`config.mk`:
```
export PLATFORM = sky130hd
export DESIGN_NAME = bank_read_unshift
export DESIGN_NICKNAME = d
export VERILOG_FILES = /design/src/rtl/bank_read_unshift.sv
export SDC_FILE = /design/constraint.sdc
export NUM_CORES = 1
export LEC_CHECK = 0
export CAP_MARGIN = 0
export CELL_PAD_IN_SITES_DETAIL_PLACEMENT = 1
export CELL_PAD_IN_SITES_GLOBAL_PLACEMENT = 1
export CORE_UTILIZATION = 40
export DETAILED_ROUTE_END_ITERATION = 6
export GPL_TIMING_DRIVEN = 0
export PLACE_DENSITY = 0.82
export SLEW_MARGIN = 10
export SYNTH_ARGS = -nofsm -noshare
export SYNTH_HDL_FRONTEND = slang
export SYNTH_SLANG_ARGS = --single-unit
```
`constraint.sdc`:
```
create_clock -name clk -period 2.1 [get_ports clk]
set_clock_uncertainty 0.2 [all_clocks]
set_input_delay 0.42 -clock clk [delete_from_list [all_inputs] [get_ports clk]]
set_output_delay 0.42 -clock clk [all_outputs]
set_load 0.01 [all_outputs]
```
`src/rtl/bank_read_unshift.sv`:
```
// Read-side unshift: issues bank read slots and rotates returned lanes back to their ports.
// Latency: bank_in -> port_out WIDTH_SEL cycles; slot shown -> port_out RD_LAT+WIDTH_SEL cycles.
// Backpressure: none; accepts one N-lane word set every cycle, pipeline always advances.
//
// Ports:
//   clk, rst_n (sync, active-low), en (advance slot), flush (sync pipeline clear)
//   slot       : current read slot driven to bank addressing
//   bank_in    : N lanes {valid, src, dst, data} returned RD_LAT cycles after slot
//   port_out   : aligned lanes, lane p belongs to output port p; port_valid mirrors valid bits
//   busy       : any valid word held in the rotator / output registers
//   err_dst/err_port : sticky destination mismatch flag and first offending port
// Optional feature macro: BANK_UNSHIFT_DST_CHECK_EN (drop words whose dst does not match the port).

module bank_read_unshift #(
  parameter int PORT_NUB   = 8,
  parameter int DATA_WIDTH = 32,
  parameter int RD_LAT     = 1,
  localparam int WIDTH_SEL  = $clog2(PORT_NUB),
  localparam int WIDTH_PORT = 1 + 2*WIDTH_SEL + DATA_WIDTH
) (
  input  logic                           clk,
  input  logic                           rst_n,
  input  logic                           en,
  input  logic                           flush,
  output logic [WIDTH_SEL-1:0]           slot,
  input  logic [PORT_NUB*WIDTH_PORT-1:0] bank_in,
  output logic [PORT_NUB*WIDTH_PORT-1:0] port_out,
  output logic [PORT_NUB-1:0]            port_valid,
  output logic                           busy,
  output logic                           err_dst,
  output logic [WIDTH_SEL-1:0]           err_port
);

  typedef logic [PORT_NUB-1:0][WIDTH_PORT-1:0] vec_t;

  // Slot counter; power-of-two size means natural overflow is the wrap.
  logic [WIDTH_SEL-1:0] slot_q, slot_d;

  always_comb begin
    slot_d = slot_q;
    if (flush)   slot_d = '0;
    else if (en) slot_d = slot_q + WIDTH_SEL'(1);
  end

  always_ff @(posedge clk) begin
    if (!rst_n) slot_q <= '0;
    else        slot_q <= slot_d;
  end

  assign slot = slot_q;

  // Rotation amount aligned with the bank data it applies to.
  logic [WIDTH_SEL-1:0] s_in;

  if (RD_LAT == 0) begin : g_nodly
    assign s_in = slot_q;
  end else begin : g_dly
    logic [WIDTH_SEL-1:0] dly_q [RD_LAT];
    always_ff @(posedge clk) begin
      if (!rst_n || flush) begin
        for (int i = 0; i < RD_LAT; i++) dly_q[i] <= '0;
      end else begin
        dly_q[0] <= slot_q;
        for (int i = 1; i < RD_LAT; i++) dly_q[i] <= dly_q[i-1];
      end
    end
    assign s_in = dly_q[RD_LAT-1];
  end

  // Invalid lanes are squashed to zero so stale src/dst/data never propagates.
  vec_t bank_v, gated;
  assign bank_v = bank_in;

  for (genvar i = 0; i < PORT_NUB; i++) begin : g_gate
    assign gated[i] = bank_v[i][WIDTH_PORT-1] ? bank_v[i] : '0;
  end

  // st_in[k] / sl_in[k] are the data and rotation amount entering stage k;
  // st_in[WIDTH_SEL] is the port_out register.
  vec_t                 st_in [WIDTH_SEL+1];
  logic [WIDTH_SEL-1:0] sl_in [WIDTH_SEL];

  assign st_in[0] = gated;
  assign sl_in[0] = s_in;

  for (genvar k = 0; k < WIDTH_SEL; k++) begin : g_stage
    vec_t rot_v;

    // Stage k rotates by 2^k lanes when bit k of the amount is set.
    for (genvar j = 0; j < PORT_NUB; j++) begin : g_rot
      assign rot_v[j] = sl_in[k][k] ? st_in[k][(j + (1 << k)) % PORT_NUB] : st_in[k][j];
    end

    if (k < WIDTH_SEL-1) begin : g_mid
      vec_t                 dat_q;
      logic [WIDTH_SEL-1:0] sel_q;
      always_ff @(posedge clk) begin
        if (!rst_n || flush) begin
          dat_q <= '0;
          sel_q <= '0;
        end else begin
          dat_q <= rot_v;
          sel_q <= sl_in[k];
        end
      end
      assign st_in[k+1] = dat_q;
      assign sl_in[k+1] = sel_q;
    end else begin : g_last
      vec_t out_d, out_q;

`ifdef BANK_UNSHIFT_DST_CHECK_EN
      logic [PORT_NUB-1:0]  mism;
      logic                 err_dst_q;
      logic [WIDTH_SEL-1:0] err_port_q, first_p;

      for (genvar p = 0; p < PORT_NUB; p++) begin : g_chk
        assign mism[p]  = rot_v[p][WIDTH_PORT-1] &&
                          (rot_v[p][DATA_WIDTH +: WIDTH_SEL] != WIDTH_SEL'(p));
        assign out_d[p] = mism[p] ? '0 : rot_v[p];
      end

      // Descending scan so the lowest mismatching port wins.
      always_comb begin
        first_p = '0;
        for (int p = PORT_NUB-1; p >= 0; p--) begin
          if (mism[p[WIDTH_SEL-1:0]]) first_p = p[WIDTH_SEL-1:0];
        end
      end

      // Sticky: only the first mismatch is recorded; flush keeps the record.
      always_ff @(posedge clk) begin
        if (!rst_n) begin
          err_dst_q  <= 1'b0;
          err_port_q <= '0;
        end else if (!flush && !err_dst_q && (|mism)) begin
          err_dst_q  <= 1'b1;
          err_port_q <= first_p;
        end
      end

      assign err_dst  = err_dst_q;
      assign err_port = err_port_q;
`else
      assign out_d    = rot_v;
      assign err_dst  = 1'b0;
      assign err_port = '0;
`endif

      always_ff @(posedge clk) begin
        if (!rst_n || flush) out_q <= '0;
        else                 out_q <= out_d;
      end
      assign st_in[WIDTH_SEL] = out_q;
    end
  end

  assign port_out = st_in[WIDTH_SEL];

  logic [WIDTH_SEL*PORT_NUB-1:0] vbits;

  for (genvar k = 1; k <= WIDTH_SEL; k++) begin : g_busy
    for (genvar p = 0; p < PORT_NUB; p++) begin : g_lane
      assign vbits[(k-1)*PORT_NUB + p] = st_in[k][p][WIDTH_PORT-1];
    end
  end

  assign busy = |vbits;

  for (genvar p = 0; p < PORT_NUB; p++) begin : g_pv
    assign port_valid[p] = st_in[WIDTH_SEL][p][WIDTH_PORT-1];
  end

endmodule

```
# After elaboration in Yosys (flattened, before gate mapping)

Memories as Yosys holds them, arrays and structs flattened.
Cells that the tools add are included.

Output and inout port bits: 328
Word-level logic and storage cells: 72
Memory bits (writable): 3
Memories: 1
Register bits: 945
Input port bits: 316

Memories:

| memory      | words | bits a word | read ports | clocked after memory_dff | wr ports | RTL line | text |
|---|---|---|---|---|---|---|---|
| g_dly.dly_q | 1     | 3           | 1          | 0                        | 1        | 58       | `logic [WIDTH_SEL-1:0] dly_q [RD_LAT];` |

Multiplexer cells: 37
Reduce and logical (&&, ||, !) cells: 5
Add/subtract/negate cells: 1
Bitwise logic cells: 1

Operators by type and width:

| operator              | count |
|---|---|
| $mux W39              | 32 |
| $reduce_or A24 Y1     | 1 |
| $mux W1               | 4 |
| $add A3 B1 Y3 const B | 1 |
| $mux W3               | 1 |
| $reduce_or A3 Y1      | 1 |
| $reduce_or A2 Y1      | 1 |
| $logic_not A1 Y1      | 1 |
| $logic_or A1 B1 Y1    | 1 |
| $not A1 Y1            | 1 |

# Depth between registers and ports, before layout

Word-level depth: 5
Mapped depth: 6
Depth with buffers taken out: 4

# Worst setup path before layout

No wires, ideal clock.

Kind: input port to flip-flop
Start point: input flush
End point: register g_stage[0].g_mid.dat_q[171] (netlist bit)
Path slack: 0.571 ns
Stages on the path: 5
Arrival: 1.201 ns
Required time: 1.772 ns
Buffers on the path: 3
Library setup time: 0.128 ns
Cells stage by stage: nand2b_1 -> buf_2 -> buf_2 -> clkbuf_1 -> nor2_1

Word-level cells in the longest chain between the ends: 1

Ends and longest elaborated chain:

| item                 | RTL line | text |
|---|---|---|
| start, declared      | 24       | `input logic flush,` |
| $logic_or A1 B1 Y1   | 98       | `if (!rst_n \|\| flush) begin` |
| end signal, assigned | 102      | `dat_q <= rot_v;` |
| end, declared        | 95       | `vec_t dat_q;` |

No other way between the ends.
A chain may end at the register's enable or synchronous reset.

# Worst setup path in the final report

Start point: register g_stage[0].g_mid.dat_q[38] (netlist bit)
End point: output busy

Word-level cells in the longest chain between the ends: 1

Ends and longest elaborated chain:

| item              | RTL line | text |
|---|---|---|
| $reduce_or A24 Y1 | 167      | `assign busy = \|vbits;` |
| end, declared     | 29       | `output logic busy,` |

No other way between the ends.

==> results.toml <==
[synth]
yosysSeqAreaShare_pct = 57.9
yosysWarnings = 0
muxShareOfSynthArea_pct = 19.2
ys_top_cells_by_area = "dfxtp_1, mux2i_1, nor2_1"
synth_top_family_by_area = "multiplexers"
syn_area_um2 = 32700
ys_types = 22
yosys.area_share.simple_pct = 11.6
avgSynthCellArea_um2 = 10.5
yosys.area.top_type = "dfxtp_1"
synth-xor-area-share_pct = 0.0536
syn_inst = 3109
yosys.area.top_type_share_pct = 57.9
synth_seq_cells = 945
synth_adder_area_share_pct = 0.0383
synth-compound-area-share_pct = 6.99

[power_and_ir_drop]
sequentialPowerShare_pct = 46.8
switching_share_pct = 23.4
leakagePower_nw = 16.8
p_switching_mw = 9.19
internal-power_mw = 30.0
clkPwrFrac_pct = 47.0
total_power_mw = 39.2
irDropWorstVdd_uv = 585
combPwrFrac_pct = 6.2
power_density_nw_per_um2 = 898

[drt]
ant_nets = 0
wl_met3_um = 10500
num_vias = 27600
drc_errors = 140
wl_met1_um = 61000
drt_iter0_markers = 2491
route.met2.wl_um = 69200
wire_per_inst_um = 29.8
routed_wl_um = 149000
highest_layer = "met5"
dr.pass1.iters = 7
via_per_inst = 5.51

[global_route]
grt_antenna_before_repair = 15
track_usage_pct = 35.0
overflow = 0
grt_pass1_wl_um = 207000
grt_pass1_vias = 29700
grt_max_degree = 15

[cts]
clkSinkCount = 945
cts_tree = "done"
cts_buffer_depth = 3
clk_latency_ns = 0.67
cts_max_level = 3
cts_buffers = 99
clk_pin_slew_worst_paths_ns = 0.06
root_buffer = "clkbuf_16"

[floorplanning]
die_width_um = 288
std_cell_rows = 104
die_h_um = 288
die-area_um2 = 82800
ios = 644
start_util_pct = 40.5
core_area_um2 = 80700

[timing]
worst_slack_ns = -0.326
finalCritPeriodShare_pct = 116
finalSetupViolCount = 1
holdWs_ns = 0.214
hold_violations = 0
rsz0062_at_grt = "yes"
relSlewSlack_pct = 34.8
slew_viol_final = 0
worst-slew-pin-transition_ns = 0.977
min_period_ns = 2.43
timing.fmax_mhz = 412
fin_setup_tns_ns = -0.326

[critical_path]
arrival_ns = 1.81
cp-end-kind = "output port"
slowest_delay_ns = 0.34
cp.required_ns = 1.48
critPathLaunchType = "flip-flop"
rrSetupSlack_ns = 0
cp_max_fo = 3
critPathKind = "reg -> out"
crit_chain = "nor4_4 > and4_1 > nand3_2 > buf_6"
crit_slowest_cell = "dfxtp_2"

[final_layout]
drive_gt1_share_pct = 11.4
area_growth_pct = 33.7
layout_commonest_cell = "nor2_1"
layout_common_cells = "nor2_1, dfxtp_1, mux2i_1"
final_nets = 4172

[placed_design]
pre_cts_slack_ns = -1.33
hpwlAfterDp_um = 109000
io_buffer_count = 639
gp_congestion = 0.962

[run_status]
violations = "DRC, setup timing"
status = "finished, violations left"

[hold_path]
min_path_type = "in -> reg"

[run]
drv_cap = 0
## layer usage
metal,GRT usage [%],up-vias
met4,18.8,6
met3,6.68,420
met5,0,-
met1,43.4,13700
li1,-,12000
met2,57.5,1412
## kinds of logic after synthesis
group                      Yosys count
AOI/OAI and AO/OA                  304
xor gates and xnor gates             2
adders and majority gates            1
buffers and inverters              251
DFF                                945
muxes                              625
other                                1
and+or+nand+nor                    980
## power groups by stage
stage               logic (mW)  clock network, mW  registers, mW
floorplan                0.856                  0           18.7
global placement          2.31                  0           18.7
detailed placement        2.34                  0           18.7
CTS                       2.37               18.5           18.3
global route              2.49               19.2           18.3
finish                    2.44               18.4           18.3
## timing repair
item / in CTS / in global routing
setup buffers: 2 / 1
resized for setup: 401 / 31
hold buffers: 0 / 0
pin swaps: 3 / 3
setup endpoints to repair: 618 / 67
## critical path: cells and delay by family (launching register included)
kind,cells,cell delay (ns)
buffers and inverters,1,0.16
AND/OR/NAND/NOR,3,0.66
flip-flops,1,0.34
## through the flow
step	cells	utilization (%)	instance area, um^2
floorplan	3112	-	32700
detailed placement	4811	50.1	40400
finish	5008	54.1	43700
CTS	4994	54.0	43600
global placement	4811	50.1	40400
global route	5001	54.1	43700
## cell type report
cell class	count	area [um^2]
diodes	13	32.5
plain buffers	251	1490
clock buffers	137	2900
clock inverters	44	522
fillers	8850	37000
multi-input cells	1916	12400
flip-flops and latches	945	19000
well taps	1060	1330
repair buffers	642	6020
## final timing paths
path | to | from | cells past startpoint
worst max-delay path | busy | g_stage[0].g_mid.dat_q[38]$_SDFF_PP0_ | 4
worst min-delay path | g_stage[0].g_mid.dat_q[275]$_SDFF_PP0_ | bank_in[275] | 3
worst max register to register | g_stage[0].g_mid.dat_q[249]$_SDFF_PP0_ | g_dly.dly_q[0][0]$_SDFF_PP0_ | 4
worst min register to register | g_stage[1].g_mid.sel_q[2]$_SDFF_PP0_ | g_stage[0].g_mid.sel_q[2]$_SDFF_PP0_ | 1
## flip-flops by register name, indices dropped and copies added (netlist names)
signal               count
port_out               312
slot                     3
g_stage.g_mid.sel_q      3
g_stage.g_mid.dat_q    624
g_dly.dly_q              3
## cells in the mapped netlist, drive strengths merged
cell      n
buf     218
xor2      1
nand3     1
nand2b    1
mux2i   625
nand2     1
ha        1
conb      1
nor2    947
and4      1
dfxtp   945
clkbuf   33
xnor2     1
nor4      6
and2     14
a22oi   304
nor2b     9
Note: power is estimated with default switching activity, not from simulation.
